File: config.mk
export PLATFORM = sky130hd
export DESIGN_NAME = pipes_list
export DESIGN_NICKNAME = d
export VERILOG_FILES = /design/src/rtl/pipe_t.sv /design/src/rtl/pipes_list.sv
export SDC_FILE = /design/constraint.sdc
export NUM_CORES = 1
export LEC_CHECK = 0
export BUFFER_PORTS_ARGS = -buffer_cell sky130_fd_sc_hd__buf_2
export CAP_MARGIN = 25
export CORE_ASPECT_RATIO = 1.75
export CORE_MARGIN = 5
export CORE_UTILIZATION = 60
export DETAILED_ROUTE_END_ITERATION = 12
export PLACE_DENSITY = 0.85
export SLEW_MARGIN = 10
export SYNTH_ARGS = -nofsm -noshare
export SYNTH_HDL_FRONTEND = slang
export SYNTH_SLANG_ARGS = --single-unit
File: constraint.sdc
create_clock -name clk -period 7.3 [get_ports clk]
set_clock_uncertainty 0.2 [all_clocks]
set_input_delay 0.365 -clock clk [delete_from_list [all_inputs] [get_ports clk]]
set_output_delay 0.365 -clock clk [all_outputs]
set_load 0.01 [all_outputs]
File: src/rtl/pipe_t.sv
// Pipe record type shared by the flappy_bird game logic; storage blocks treat it as opaque.
package pipe_pkg;
  typedef struct packed {
    logic [9:0] x;
    logic [7:0] gap_y;
  } pipe_t;
endpackage

File: src/rtl/pipes_list.sv
// Bounded insertion-ordered pipe list with a single-pass rewrite/drop walk that compacts in place.
// Define PIPES_LIST_ASSERTIONS_EN to compile in simulation-only protocol checks.
module pipes_list
  import pipe_pkg::*;
#(
  parameter int CAPACITY = 16
) (
  input  logic       clk,
  input  logic       rst,
  input  logic       ce,
  output logic [4:0] count,
  input  logic       insert_en,
  input  pipe_t      insert_data,
  input  logic       iter_start,
  output logic       iter_done,
  output pipe_t      iter_out,
  input  pipe_t      iter_in,
  input  logic       iter_remove
);
  localparam int AW = (CAPACITY > 1) ? $clog2(CAPACITY) : 1;

  typedef enum logic {IDLE, ITER} state_t;

  state_t     state, state_d;
  logic [4:0] count_d, rd, rd_d, wr, wr_d, n, n_d;
  logic       mem_we;
  logic [AW-1:0] mem_wa;
  pipe_t      mem_wd;
  pipe_t      mem [CAPACITY];

  always_comb begin
    state_d   = state;
    count_d   = count;
    rd_d      = rd;
    wr_d      = wr;
    n_d       = n;
    mem_we    = 1'b0;
    mem_wa    = count[AW-1:0];
    mem_wd    = insert_data;
    iter_done = 1'b1;
    iter_out  = '0;
    case (state)
      IDLE: begin
        // iter_start wins over a same-cycle insert
        if (iter_start) begin
          if (count != 5'd0) begin
            n_d     = count;
            rd_d    = 5'd0;
            wr_d    = 5'd0;
            state_d = ITER;
          end
        end else if (insert_en && count < 5'(CAPACITY)) begin
          mem_we  = 1'b1;
          count_d = count + 5'd1;
        end
      end
      ITER: begin
        iter_done = 1'b0;
        iter_out  = mem[rd[AW-1:0]];
        rd_d      = rd + 5'd1;
        // wr trails rd, so the write never clobbers an unvisited element
        if (!iter_remove) begin
          mem_we = 1'b1;
          mem_wa = wr[AW-1:0];
          mem_wd = iter_in;
          wr_d   = wr + 5'd1;
        end
        if (rd == n - 5'd1) begin
          count_d = wr_d;
          state_d = IDLE;
        end
      end
      default: state_d = IDLE;
    endcase
  end

  always_ff @(posedge clk) begin
    if (rst) begin
      state <= IDLE;
      count <= 5'd0;
      rd    <= 5'd0;
      wr    <= 5'd0;
      n     <= 5'd0;
    end else if (ce) begin
      state <= state_d;
      count <= count_d;
      rd    <= rd_d;
      wr    <= wr_d;
      n     <= n_d;
    end
  end

  always_ff @(posedge clk) begin
    if (!rst && ce && mem_we) mem[mem_wa] <= mem_wd;
  end

`ifdef PIPES_LIST_ASSERTIONS_EN
  always_ff @(posedge clk) begin
    if (!rst && ce) begin
      if (count > 5'(CAPACITY)) $error("pipes_list: count %0d exceeds capacity", count);
      if (insert_en && state == ITER) $error("pipes_list: insert during iteration");
      if (insert_en && state == IDLE && count == 5'(CAPACITY)) $error("pipes_list: insert while full");
      if (iter_start && state == ITER) $error("pipes_list: iter_start during iteration");
      if (wr > rd) $error("pipes_list: write index %0d ahead of read index %0d", wr, rd);
    end
  end
`else
  // protocol checks not compiled in this build
`endif
endmodule

==> reports/qor.csv, run 1 <==
stage;metric;value;unit
status;status;completed;
clock_tree;CTS tree;built;
synthesis;Synth Cell Area;0.0126;sq mm
critical_path;RR Endpoint;mem[4][14];
final_layout;final net count;753;
clock_tree;post-CTS sizing;0;
critical_path;CP Class;flop to output port;
synthesis;Post-synth EDFFs;288;
synthesis;Syn Area/Cell;20.2;sq um
synthesis;yosys synthesis warning count;0;
critical_path;Worst setup EP type;output port;
sta;min cycle time layout;4.14;ns
worst_hold_path;worst hold path depth;2;
synthesis;Syn Nets;670;
global_routing;initial antenna violation count;0;
drt;Detail Route Antenna Nets;0;
drt;final WL;27400;um
critical_path;crit-path cells;buf_4 -> mux4_2 -> mux4_2 -> and2_1 -> buf_2;
global_routing;number of global-route vias before repair;6873;
floorplan;die width;120;um
clock_tree;clk_lat worst skew;0.54;ns
critical_path;Crit Path Max Fanout;41;
pwr;Tot Pwr;3340;uW
drt;DRC viols;0;
sta;Tcrit/Tclk final;56.7;%
pwr;peak supply drop;0.000233;V
pwr;Power Dens Cells;236;mW/mm^2
drt;WL/cell;28.1;um
critical_path;CP Data Arrival Time;3.57;ns
floorplan;Core ar.;0.0208;sq mm
sta;setup TNS;0;ns
pwr;leakage power;0.00444;uW
synthesis;top cells by area, synth;edfxtp_1 69%, mux4_2 16%, dfxtp_1 4.0%, mux2_2 1.6%, and2_1 1.0%;
final_layout;Diodes inserted;0;
floorplan;die area;0.0241;sq mm
synthesis;Synth Register Bits;313;
critical_path;Required @ worst endpoint;6.73;ns
critical_path;Worst path max stage delay;0.77;ns
global_routing;GRT Residual Overflow;0;
drt;TritonRoute pass-1 iters;5;
sta;Final WS setup;3.16;ns
synthesis;Main synth FF type;edfxtp_1;
critical_path;reg-to-reg critical path startpoint;state;
drt;DR vias/cell;6.53;
placement;final RePlAce weighted congestion;0.858;
sta;fmax;242;MHz
sta;relative slew slack;31.1;%
worst_hold_path;Hold Crit Class;primary input to flop;
clock_tree;CTS clk-pin slew, worst paths;0.07;ns
final_layout;Final Instance Count excl. Fillers;975;
clock_tree;Clk Tree Root Cell;clkbuf_16;
drt;drt initial violations;678;
floorplan;row count;70;
synthesis;Syn Inst Count;623;
final_layout;ratio of cells with drive above 1 in the final layout;34.6;%
clock_tree;clock sinks;313;
sta;final-report hold violation count;0;
critical_path;startpoint types;flop;
critical_path;r2r setup slk;3.83;ns
global_routing;gr usage total;23.4;%
worst_hold_path;hold path start;rst;
sta;Slew Limit Fails;0;
floorplan;boundary pin count;66;
placement;DP HPWL;16600;um
global_routing;pin count of the biggest net entering global routing;73;
sta;Tightest Pin Transition;1.03;ns
synthesis;cell taking the most area after synthesis;edfxtp_1;
floorplan;Initial Util;60.5;%
critical_path;CP dominant cell by count;mux4_2;
floorplan;DIE HEIGHT;202;um
worst_hold_path;WHS Endpoint;wr[3];
clock_tree;CTS max path bufs;3;
final_layout;Area Overhead vs Synth;12.1;%
synthesis;synth unique cells;39;
critical_path;R2R depth;5;
placement;DP Worst Slack;3.49;ns
synthesis;Seq/Total Area, Yosys;72.6;%
global_routing;first-pass GRT wire length;41600;um
sta;Final setup viols;0;
critical_path;slowest stage cell, crit path;dfxtp_4;
clock_tree;CTS buffer count;26;
drt;total number of vias;6370;
synthesis;ys async rst share;0;%
job;# Max-Cap Violations;0;
critical_path;Crit path max-delay family;multiplexers;
clock_tree;CTS H-tree depth;1;
placement;I/O Buffers;65;
sta;RSZ-0062 raised after global routing;no;
synthesis;share of the synthesized area in the top cell type;68.6;%
critical_path;WP buf/inv;2;
placement;cell total after placement;929;
worst max path at each step:
stage                           start  cells past startpoint     endpoint
final                            flop                      5  iter_out[3]
after global routing             flop                      5  iter_out[3]
after CTS                        flop                      5  iter_out[3]
after detailed placement  iter_remove                      6   mem[4][15]
after global placement    iter_remove                      6  mem[14][14]
after floorplan           iter_remove                      7   mem[14][0]
synthesized netlist by cell type (8+ instances only):
master	n
edfxtp_1	288
mux4_2	90
nor2_1	30
dfxtp_1	25
and2_1	21
mux2_2	18
clkbuf_1	15
nand2_1	15
a21oi_1	13
inv_1	9
nor3_1	9
buf_6	8
mux2i_1	8
where the power goes:
part / internal [uW] / total (uW) / switching, uW
Sequential: 1970 / 1970 / 5.23
Clock: 671 / 1270 / 596
Combinational: 39.1 / 98.9 / 59.8
Total: 2680 / 3340 / 661
worst reg2reg max path, delay by kind of cell, from the launching register on:
family                 cells  cell delay, ns
AND/OR/NAND/NOR            3            1.92
multiplexers               1            0.40
buffers and inverters      1            0.34
flip-flops                 1            0.32
cells by family after synthesis:
group,Yosys count,synth area share (%)
flip-flops,313,72.6
multiplexers,116,18.3
AND/OR/NAND/NOR,99,4.05
buffers and inverters,41,1.75
AO/OA/AOI/OAI,35,1.73
XOR/XNOR,14,1.09
adder cells (fa/ha/maj),5,0.496
cells in the final DEF, fill, tap and decap left out, types with 12 or more instances in the layout:
master and n:
a21oi_1 13, and2_1 21, buf_2 65, buf_4 12, clkbuf_16 27, dfxtp_1 23, edfxtp_1 288, mux2_2 18
mux4_2 90, nand2_1 15, nor2_1 14, nor2_2 17
layer usage:
metal  GRT usage, %  wire, um  vias to the layer above
met5              0         0                        -
met4           8.19       861                        0
met3           2.76      1840                       59
met2           42.4     15100                      334
met1           29.0      9600                     3266
li1               -         -                     2711
cell type report:
cell class / instances / area (sq um)
Fill cell: 1273 / 6710
Timing Repair Buffer: 87 / 598
Sequential cell: 313 / 9150
Tap cell: 252 / 315
Clock buffer: 31 / 691
Inverter: 9 / 33.8
Clock inverter: 14 / 65.1
Multi-Input combinational cell: 269 / 3280
metrics by stage:
| step | area (sq um) | utilization [%] | hold slack [ns] |
|---|---|---|---|
| 4_1_cts | 14100 | 67.8 | 0.0204 |
| 3_5_place_dp | 13400 | 64.1 | 0.295 |
| 5_1_grt | 14100 | 67.8 | 0.0324 |
| 3_3_place_gp | 13200 | 63.3 | 0.257 |
| 2_1_floorplan | 12600 | - | 0.244 |
| 6_report | 14100 | 67.8 | 0.0418 |
registers in the layout (all words and copies together) (netlist names), named ones only:
name   count
wr         5
count      5
state      1
n          5
mem      288
rd         5
what timing repair did:
| action | in CTS | in global routing |
|---|---|---|
| buffers inserted | 0 | 0 |
| endpoints found under the hold margin | 1 | 0 |
| hold buffers | 1 | 0 |
Power figures use the tool's default switching activity.
==> run 2: changes to the inputs <==
==> constraint.sdc (replaced) <==
create_clock -name clk -period 4.3 [get_ports clk]
set_clock_uncertainty 0.2 [all_clocks]
set_input_delay 0.215 -clock clk [delete_from_list [all_inputs] [get_ports clk]]
set_output_delay 0.215 -clock clk [all_outputs]
set_load 0.01 [all_outputs]
==> run 2 against run 1 <==
Compared with the run above: critical path type unchanged; utilization is 0.39 points higher; global-route usage up 1.6 points; clock power increased by 83%; sequential cell count unchanged; hold slack got worse by 0.030 ns; via count grew 2.3%; combinational power is 75% higher; sequential share of layout area shrank 0.37 points; routed wire length is 6.0% higher.
==> reports/qor.csv, run 2 (synthesized netlist as in run 1, its figures left out) <==
stage;metric;value;unit;change
status;status;completed;;unchanged
drt;DRC viols;0;;unchanged
clock_tree;Clk Tree Root Cell;clkbuf_16;;unchanged
drt;total number of vias;6516;;was 6370
sta;min cycle time layout;3.57;ns;
critical_path;CP Class;flop to output port;;unchanged
global_routing;initial antenna violation count;0;;unchanged
clock_tree;CTS buffer count;25;;was 26
floorplan;die width;120;um;unchanged
worst_hold_path;Hold Crit Class;primary input to flop;;unchanged
placement;I/O Buffers;65;;unchanged
clock_tree;CTS clk-pin slew, worst paths;0.07;ns;about the same
critical_path;reg-to-reg critical path startpoint;state;;unchanged
sta;Tightest Pin Transition;1.08;ns;was 1.03 ns
drt;WL/cell;29.4;um;was 28.1 um
sta;RSZ-0062 raised after global routing;no;;unchanged
clock_tree;CTS H-tree depth;1;;unchanged
final_layout;Diodes inserted;0;;unchanged
clock_tree;clock sinks;313;;unchanged
job;# Max-Cap Violations;0;;unchanged
global_routing;pin count of the biggest net entering global routing;73;;unchanged
global_routing;GRT Residual Overflow;0;;unchanged
sta;Final setup viols;0;;unchanged
final_layout;ratio of cells with drive above 1 in the final layout;34.8;%;was 34.6%
drt;Detail Route Antenna Nets;0;;unchanged
critical_path;Crit Path Max Fanout;34;;was 41
critical_path;Required @ worst endpoint;3.88;ns;was 6.73 ns
sta;relative slew slack;28.2;%;was 31.1%
final_layout;Top reg by flops;mem;;unchanged
critical_path;Worst path max stage delay;0.80;ns;was 0.77 ns
critical_path;RR Endpoint;mem[12][0];;was mem[4][14]
final_layout;commonest cells after routing, fill and taps aside;288 x edfxtp_1, 90 x mux4_2, 65 x buf_2;;unchanged
pwr;leakage power;0.00450;uW;was 0.00444 uW
floorplan;Core ar.;0.0208;sq mm;unchanged
critical_path;Worst setup EP type;output port;;unchanged
critical_path;CP Data Arrival Time;3.15;ns;was 3.57 ns
worst_hold_path;hold path start;iter_in[7];;was rst
floorplan;DIE HEIGHT;202;um;unchanged
final_layout;Area Overhead vs Synth;12.8;%;was 12.1%
clock_tree;# Post-CTS Setup Buffers;0;;unchanged
global_routing;gr usage total;24.9;%;was 23.4%
critical_path;slowest stage cell, crit path;dfxtp_4;;unchanged
critical_path;CP dominant cell by count;mux4_2;;unchanged
final_layout;max reg flops;288;;unchanged
sta;Tcrit/Tclk final;83.0;%;
final_layout;fill count;1290;;was 1273
drt;drt initial violations;715;;was 678
floorplan;boundary pin count;66;;unchanged
sta;setup TNS;0;ns;unchanged
critical_path;r2r setup slk;1.33;ns;was 3.83 ns
sta;Worst Hold Slack;0.0121;ns;was 0.0418 ns
placement;DP HPWL;16300;um;was 16600 um
pwr;peak supply drop;0.000335;V;was 0.000233 V
sta;fmax;280;MHz;
drt;final WL;29000;um;was 27400 um
floorplan;Initial Util;60.5;%;unchanged
clock_tree;CTS max path bufs;3;;unchanged
floorplan;die area;0.0241;sq mm;unchanged
final_layout;final net count;761;;was 753
critical_path;end of the critical path;iter_out[1];;was iter_out[3]
critical_path;crit-path cells;buf_4 -> mux4_2 -> mux4_2 -> and2_1 -> buf_2;;unchanged
sta;Slew Limit Fails;0;;unchanged
pwr;Power Dens Cells;411;mW/mm^2;was 236 mW/mm^2
critical_path;R2R depth;6;;was 5
clock_tree;CTS tree;built;;unchanged
worst_hold_path;worst hold path depth;2;;unchanged
drt;TritonRoute pass-1 iters;5;;unchanged
drt;DR vias/cell;6.62;;was 6.53
global_routing;number of global-route vias before repair;7003;;was 6873
floorplan;row count;70;;unchanged
global_routing;first-pass GRT wire length;43800;um;was 41600 um
critical_path;startpoint types;flop;;unchanged
placement;final RePlAce weighted congestion;0.877;;was 0.858
final_layout;most common cell after layout, fill and taps aside;edfxtp_1;;unchanged
sta;final-report hold violation count;0;;unchanged
clock_tree;clk_lat worst skew;0.54;ns;about the same
==> run 2: what timing repair did <==
action	in CTS	in global routing
gates resized for setup	0	0
hold buffers	8	0
hold endpoints to repair	32	0
==> run 2: how the worst min path moves through the flow <==
stage	to	slack, ns
2_1_floorplan	count[2]	0.13
3_3_place_gp	wr[4]	0.25
3_5_place_dp	wr[4]	0.28
4_1_cts	mem[8][11]	0.002
5_1_grt	mem[6][12]	0.04
6_report	mem[0][7]	0.01
==> run 2: area by class of cell <==
class	count	area, sq um	area share [%]
repair buffers	96	611	4.29
flip-flops and latches	313	9150	64.4
multi-input cells	269	3280	23.1
well taps	252	315	2.22
inverters	9	33.8	0.238
clock buffers	34	711	5.00
clock inverters	12	114	0.801
==> run 2: metrics by stage <==
step | util, % | std cells | setup WS, ns | area [sq um] | power, uW
final | 68.2 | 985 | 0.732 | 14200 | 5840
after global routing | 68.2 | 985 | 0.517 | 14200 | 6020
after CTS | 68.2 | 985 | 0.649 | 14200 | 5880
after detailed placement | 63.9 | 931 | 1.27 | 13300 | 3580
after global placement | 63.7 | 930 | 1.32 | 13300 | 3570
after floorplan | - | 623 | 1.64 | 12600 | 3520
==> run 2: critical path: cells and delay by family, from the launching register on <==
family                 cells  cell delay (ns)
and+or+nand+nor            1             0.17
muxes                      2             1.07
DFF                        1             0.80
buffers and inverters      2             0.56
==> run 2: per-layer routing <==
| layer | share of wire, % | GRT usage, % |
|---|---|---|
| met1 | 34 | 31.0 |
| met2 | 54 | 44.2 |
| met3 | 7.8 | 3.52 |
| met4 | 3.8 | 9.87 |
| met5 | 0 | 0 |
==> run 2: report_power, final <==
part | total [uW] | switching (uW) | internal, uW | leakage (uW)
sequential | 3350 | 9.55 | 3340 | 0.00279
combinational | 173 | 102 | 70.5 | 0.00131
clock | 2320 | 1040 | 1290 | 0.000406
total | 5840 | 1150 | 4690 | 0.00450
==> run 3: changes to the inputs <==
--- a/config.mk
+++ b/config.mk
@@ -5,13 +5,14 @@
 export SDC_FILE = /design/constraint.sdc
 export NUM_CORES = 1
 export LEC_CHECK = 0
+export ABC_AREA = 1
 export BUFFER_PORTS_ARGS = -buffer_cell sky130_fd_sc_hd__buf_2
 export CAP_MARGIN = 25
 export CORE_ASPECT_RATIO = 1.75
 export CORE_MARGIN = 5
-export CORE_UTILIZATION = 60
+export CORE_UTILIZATION = 55
 export DETAILED_ROUTE_END_ITERATION = 12
-export PLACE_DENSITY = 0.85
+export PLACE_DENSITY = 0.83
 export SLEW_MARGIN = 10
 export SYNTH_ARGS = -nofsm -noshare
 export SYNTH_HDL_FRONTEND = slang
==> constraint.sdc (replaced) <==
create_clock -name clk -period 3.09 [get_ports clk]
set_clock_uncertainty 0.2 [all_clocks]
set_input_delay 0.1545 -clock clk [delete_from_list [all_inputs] [get_ports clk]]
set_output_delay 0.1545 -clock clk [all_outputs]
set_load 0.01 [all_outputs]
==> run 3 against run 2 <==
Compared with the run above: first-iteration DRC count grew 36%; combinational power grew to 5.4 times the previous value; non-clock buffer count grew 20; critical path type unchanged; largest cell class unchanged.
==> reports/qor.csv, run 3 <==
stage;metric;value;unit;change
pwr;leakage power;0.00505;uW;was 0.00450 uW
worst_hold_path;WHS Endpoint;mem[13][7];;was mem[0][7]
critical_path;Worst path max stage delay;0.62;ns;was 0.80 ns
drt;TritonRoute pass-1 iters;5;;unchanged
final_layout;Diodes inserted;0;;unchanged
critical_path;RR Endpoint;wr[3];;was mem[12][0]
synthesis;Synth Area in Adders;0.481;%;was 0.496%
synthesis;yosys synthesis warning count;0;;unchanged
synthesis;Synth Cell Area;0.0130;sq mm;was 0.0126 sq mm
global_routing;initial antenna violation count;0;;unchanged
synthesis;synth cell count leaders;288 x edfxtp_1, 224 x nor2_1, 130 x o21ai_0;;was 288 x edfxtp_1, 90 x mux4_2, 30 x nor2_1
floorplan;boundary pin count;66;;unchanged
sta;relative slew slack;52.0;%;was 28.2%
critical_path;Worst setup EP type;output port;;unchanged
global_routing;number of global-route vias before repair;9196;;was 7003
critical_path;Required @ worst endpoint;2.74;ns;was 3.88 ns
synthesis;top cells by area, synth;edfxtp_1 66%, nor2_1 6.5%, o21ai_0 5.0%, dfxtp_1 3.8%, nand2_1 3.3%;;was edfxtp_1 69%, mux4_2 16%, dfxtp_1 4.0%, mux2_2 1.6%, and2_1 1.0%
synthesis;ys async rst share;0;%;unchanged
critical_path;Crit path max-delay family;flip-flops;;was multiplexers
synthesis;largest family of logic cells by synthesized area;compound AO/OA/AOI/OAI gates;;was multiplexers
final_layout;final net count;1219;;was 761
synthesis;Seq/Total Area, Yosys;70.3;%;was 72.6%
clock_tree;CTS max path bufs;3;;unchanged
critical_path;CP Class;flop to output port;;unchanged
clock_tree;CTS tree;built;;unchanged
critical_path;reg-to-reg critical path startpoint;count[0];;was state
clock_tree;clock sinks;313;;unchanged
global_routing;pin count of the biggest net entering global routing;100;;was 73
final_layout;cell area after layout;0.0145;sq mm;was 0.0142 sq mm
final_layout;commonest cells after routing, fill and taps aside;288 x edfxtp_1, 208 x nor2_1, 130 x o21ai_0;;was 288 x edfxtp_1, 90 x mux4_2, 65 x buf_2
sta;min cycle time layout;2.91;ns;
synthesis;Main synth FF type;edfxtp_1;;unchanged
final_layout;Top reg by flops;mem;;unchanged
drt;Detail Route Antenna Nets;0;;unchanged
sta;RSZ-0062 raised after global routing;no;;unchanged
synthesis;Simple-Gate Fraction of Synth Area;11.6;%;was 4.05%
synthesis;Synth Area in XOR/XNOR;0.0673;%;was 1.09%
sta;Slew Limit Fails;0;;unchanged
synthesis;Syn Area/Cell;11.9;sq um;was 20.2 sq um
synthesis;Synth Register Bits;313;;unchanged
critical_path;CP Data Arrival Time;2.56;ns;was 3.15 ns
clock_tree;# Post-CTS Setup Buffers;0;;unchanged
floorplan;Core ar.;0.0233;sq mm;was 0.0208 sq mm
critical_path;CP dominant cell by count;o211ai_1;;was mux4_2
final_layout;fill count;1675;;was 1290
job;# Max-Cap Violations;0;;unchanged
floorplan;die width;126;um;was 120 um
floorplan;DIE HEIGHT;213;um;was 202 um
synthesis;count leader, synth;edfxtp_1;;unchanged
final_layout;final core utilization;62.3;%;was 68.2%
pwr;peak supply drop;0.000419;V;was 0.000335 V
sta;Tightest Pin Transition;0.719;ns;was 1.08 ns
clock_tree;Clk Tree Root Cell;clkbuf_16;;unchanged
global_routing;first-pass GRT wire length;49800;um;was 43800 um
clock_tree;CTS clk-pin slew, worst paths;0.07;ns;about the same
global_routing;gr usage total;23.6;%;was 24.9%
synthesis;Compound-Gate Fraction of Synth Area;13.1;%;was 1.73%
synthesis;Syn Inst Count;1096;;was 623
synthesis;cell taking the most area after synthesis;edfxtp_1;;unchanged
drt;total number of vias;9189;;was 6516
placement;DP HPWL;20800;um;was 16300 um
final_layout;Area Overhead vs Synth;11.7;%;was 12.8%
placement;Post-DP Area;0.0137;sq mm;was 0.0133 sq mm
placement;I/O Buffers;65;;unchanged
final_layout;sequential cell area;0.00916;sq mm;was 0.00915 sq mm
drt;DR vias/cell;6.15;;was 6.62
clock_tree;post-CTS sizing;0;;unchanged
critical_path;R2R depth;8;;was 6
critical_path;crit-path cells;clkinv_8 -> nor2_1 -> o21ai_1 -> o211ai_1 -> o211ai_1 -> a21oi_1 -> buf_2;;was buf_4 -> mux4_2 -> mux4_2 -> and2_1 -> buf_2
clock_tree;CTS buffer count;25;;unchanged
critical_path;slowest stage cell, crit path;dfxtp_2;;was dfxtp_4
clock_tree;CTS H-tree depth;1;;unchanged
final_layout;most common cell after layout, fill and taps aside;edfxtp_1;;unchanged
floorplan;die area;0.0269;sq mm;was 0.0241 sq mm
sta;Tcrit/Tclk final;94.2;%;
sta;setup TNS;0;ns;unchanged
critical_path;startpoint types;flop;;unchanged
final_layout;max reg flops;288;;unchanged
drt;drt initial violations;973;;was 715
clock_tree;clk_lat worst skew;0.53;ns;was 0.54 ns
synthesis;Syn Nets;1143;;was 670
critical_path;WP buf/inv;2;;unchanged
drt;WL/cell;21.4;um;was 29.4 um
global_routing;GRT Residual Overflow;0;;unchanged
drt;final WL;32000;um;was 29000 um
synthesis;mux contribution to synthesized area;0;%;was 18.3%
synthesis;share of the synthesized area in the top cell type;66.5;%;was 68.6%
placement;final RePlAce weighted congestion;0.975;;was 0.877
status;status;completed;;unchanged
critical_path;Crit Path Max Fanout;72;;was 34
floorplan;row count;74;;was 70
sta;final-report hold violation count;0;;unchanged
final_layout;multi-input logic area;0.00332;sq mm;was 0.00328 sq mm
drt;DRC viols;0;;unchanged
pwr;Power Dens Cells;605;mW/mm^2;was 411 mW/mm^2
synthesis;synth unique cells;36;;was 39
worst_hold_path;hold path start;iter_in[7];;unchanged
sta;fmax;343;MHz;
synthesis;Post-synth EDFFs;288;;unchanged
final_layout;ratio of cells with drive above 1 in the final layout;14.9;%;was 34.8%
worst_hold_path;Hold Crit Class;primary input to flop;;unchanged
worst_hold_path;worst hold path depth;3;;was 2
floorplan;Initial Util;55.7;%;was 60.5%
clock_tree;# hold bufs at CTS;7;;was 8
critical_path;r2r setup slk;0.31;ns;was 1.33 ns
sta;Final setup viols;0;;unchanged
[run 3: cell count changes after synthesis, sizes merged, moves of 14 or more]
cell    before  now
nand2       15  117
o211ai       0   50
o21ai        6  167
buf         17   42
and2        21    0
inv          9   33
o22ai        0   14
mux2        18    0
nor2        31  225
mux4        90    0
o221ai       0   22
a21oi       13   34
nand3        5   32
[run 3: metrics by stage]
step                cells  power [uW]  worst slack (ns)  hold WS [ns]
floorplan            1096        5520             0.652        0.0236
global route         1493        9070            0.0257         0.221
detailed placement   1442        5820             0.632         0.238
CTS                  1493        8790             0.203         0.163
finish               1493        8790             0.178         0.175
global placement     1442        5780             0.728         0.227
[run 3: worst reg2reg max path, delay by kind of cell, from the launching register on]
kind / cells / cell delay [ns]
buf+inv: 3 / 1.28
simple gates: 3 / 0.31
flops: 1 / 0.49
fa+ha+maj: 1 / 0.22
compound gates: 1 / 0.19
[run 3: logic make-up (layout without fill, tap and decap cells)]
| group | after synthesis | in the layout |
|---|---|---|
| AOI/OAI and AO/OA | 293 | 293 |
| DFF | 313 | 313 |
| adders and majority gates | 5 | 5 |
| xor gates and xnor gates | 1 | 1 |
| and+or+nand+nor | 382 | 382 |
| buffers and inverters | 102 | 195 |
[run 3: power breakdown]
group / switching, uW / internal, uW
clock: 1420 / 1610
combinational: 686 / 246
sequential: 53.8 / 4770
[run 3: worst max path at each step]
stage	startpoint	end	slack [ns]	cells past startpoint
5_1_grt	flop	iter_out[15]	0.03	7
6_report	flop	iter_out[13]	0.18	7
4_1_cts	flop	iter_out[13]	0.20	7
3_5_place_dp	state	mem[4][5]	0.63	9
3_3_place_gp	state	mem[4][3]	0.73	7
2_1_floorplan	state	mem[1][0]	0.65	9
[run 3: per-layer routing]
| metal | wire length [um] | GRT usage, % |
|---|---|---|
| met1 | 10900 | 27.7 |
| met3 | 2940 | 3.29 |
| met2 | 16600 | 42.9 |
| met4 | 1560 | 11.0 |
| met5 | 0 | 0 |
[run 3: area by class of cell]
class | count | area share (%)
clock buffers | 31 | 4.53
flip-flops and latches | 313 | 63.0
clock inverters | 13 | 0.758
well taps | 304 | 2.62
multi-input cells | 681 | 22.9
inverters | 35 | 1.04
repair buffers | 116 | 5.17
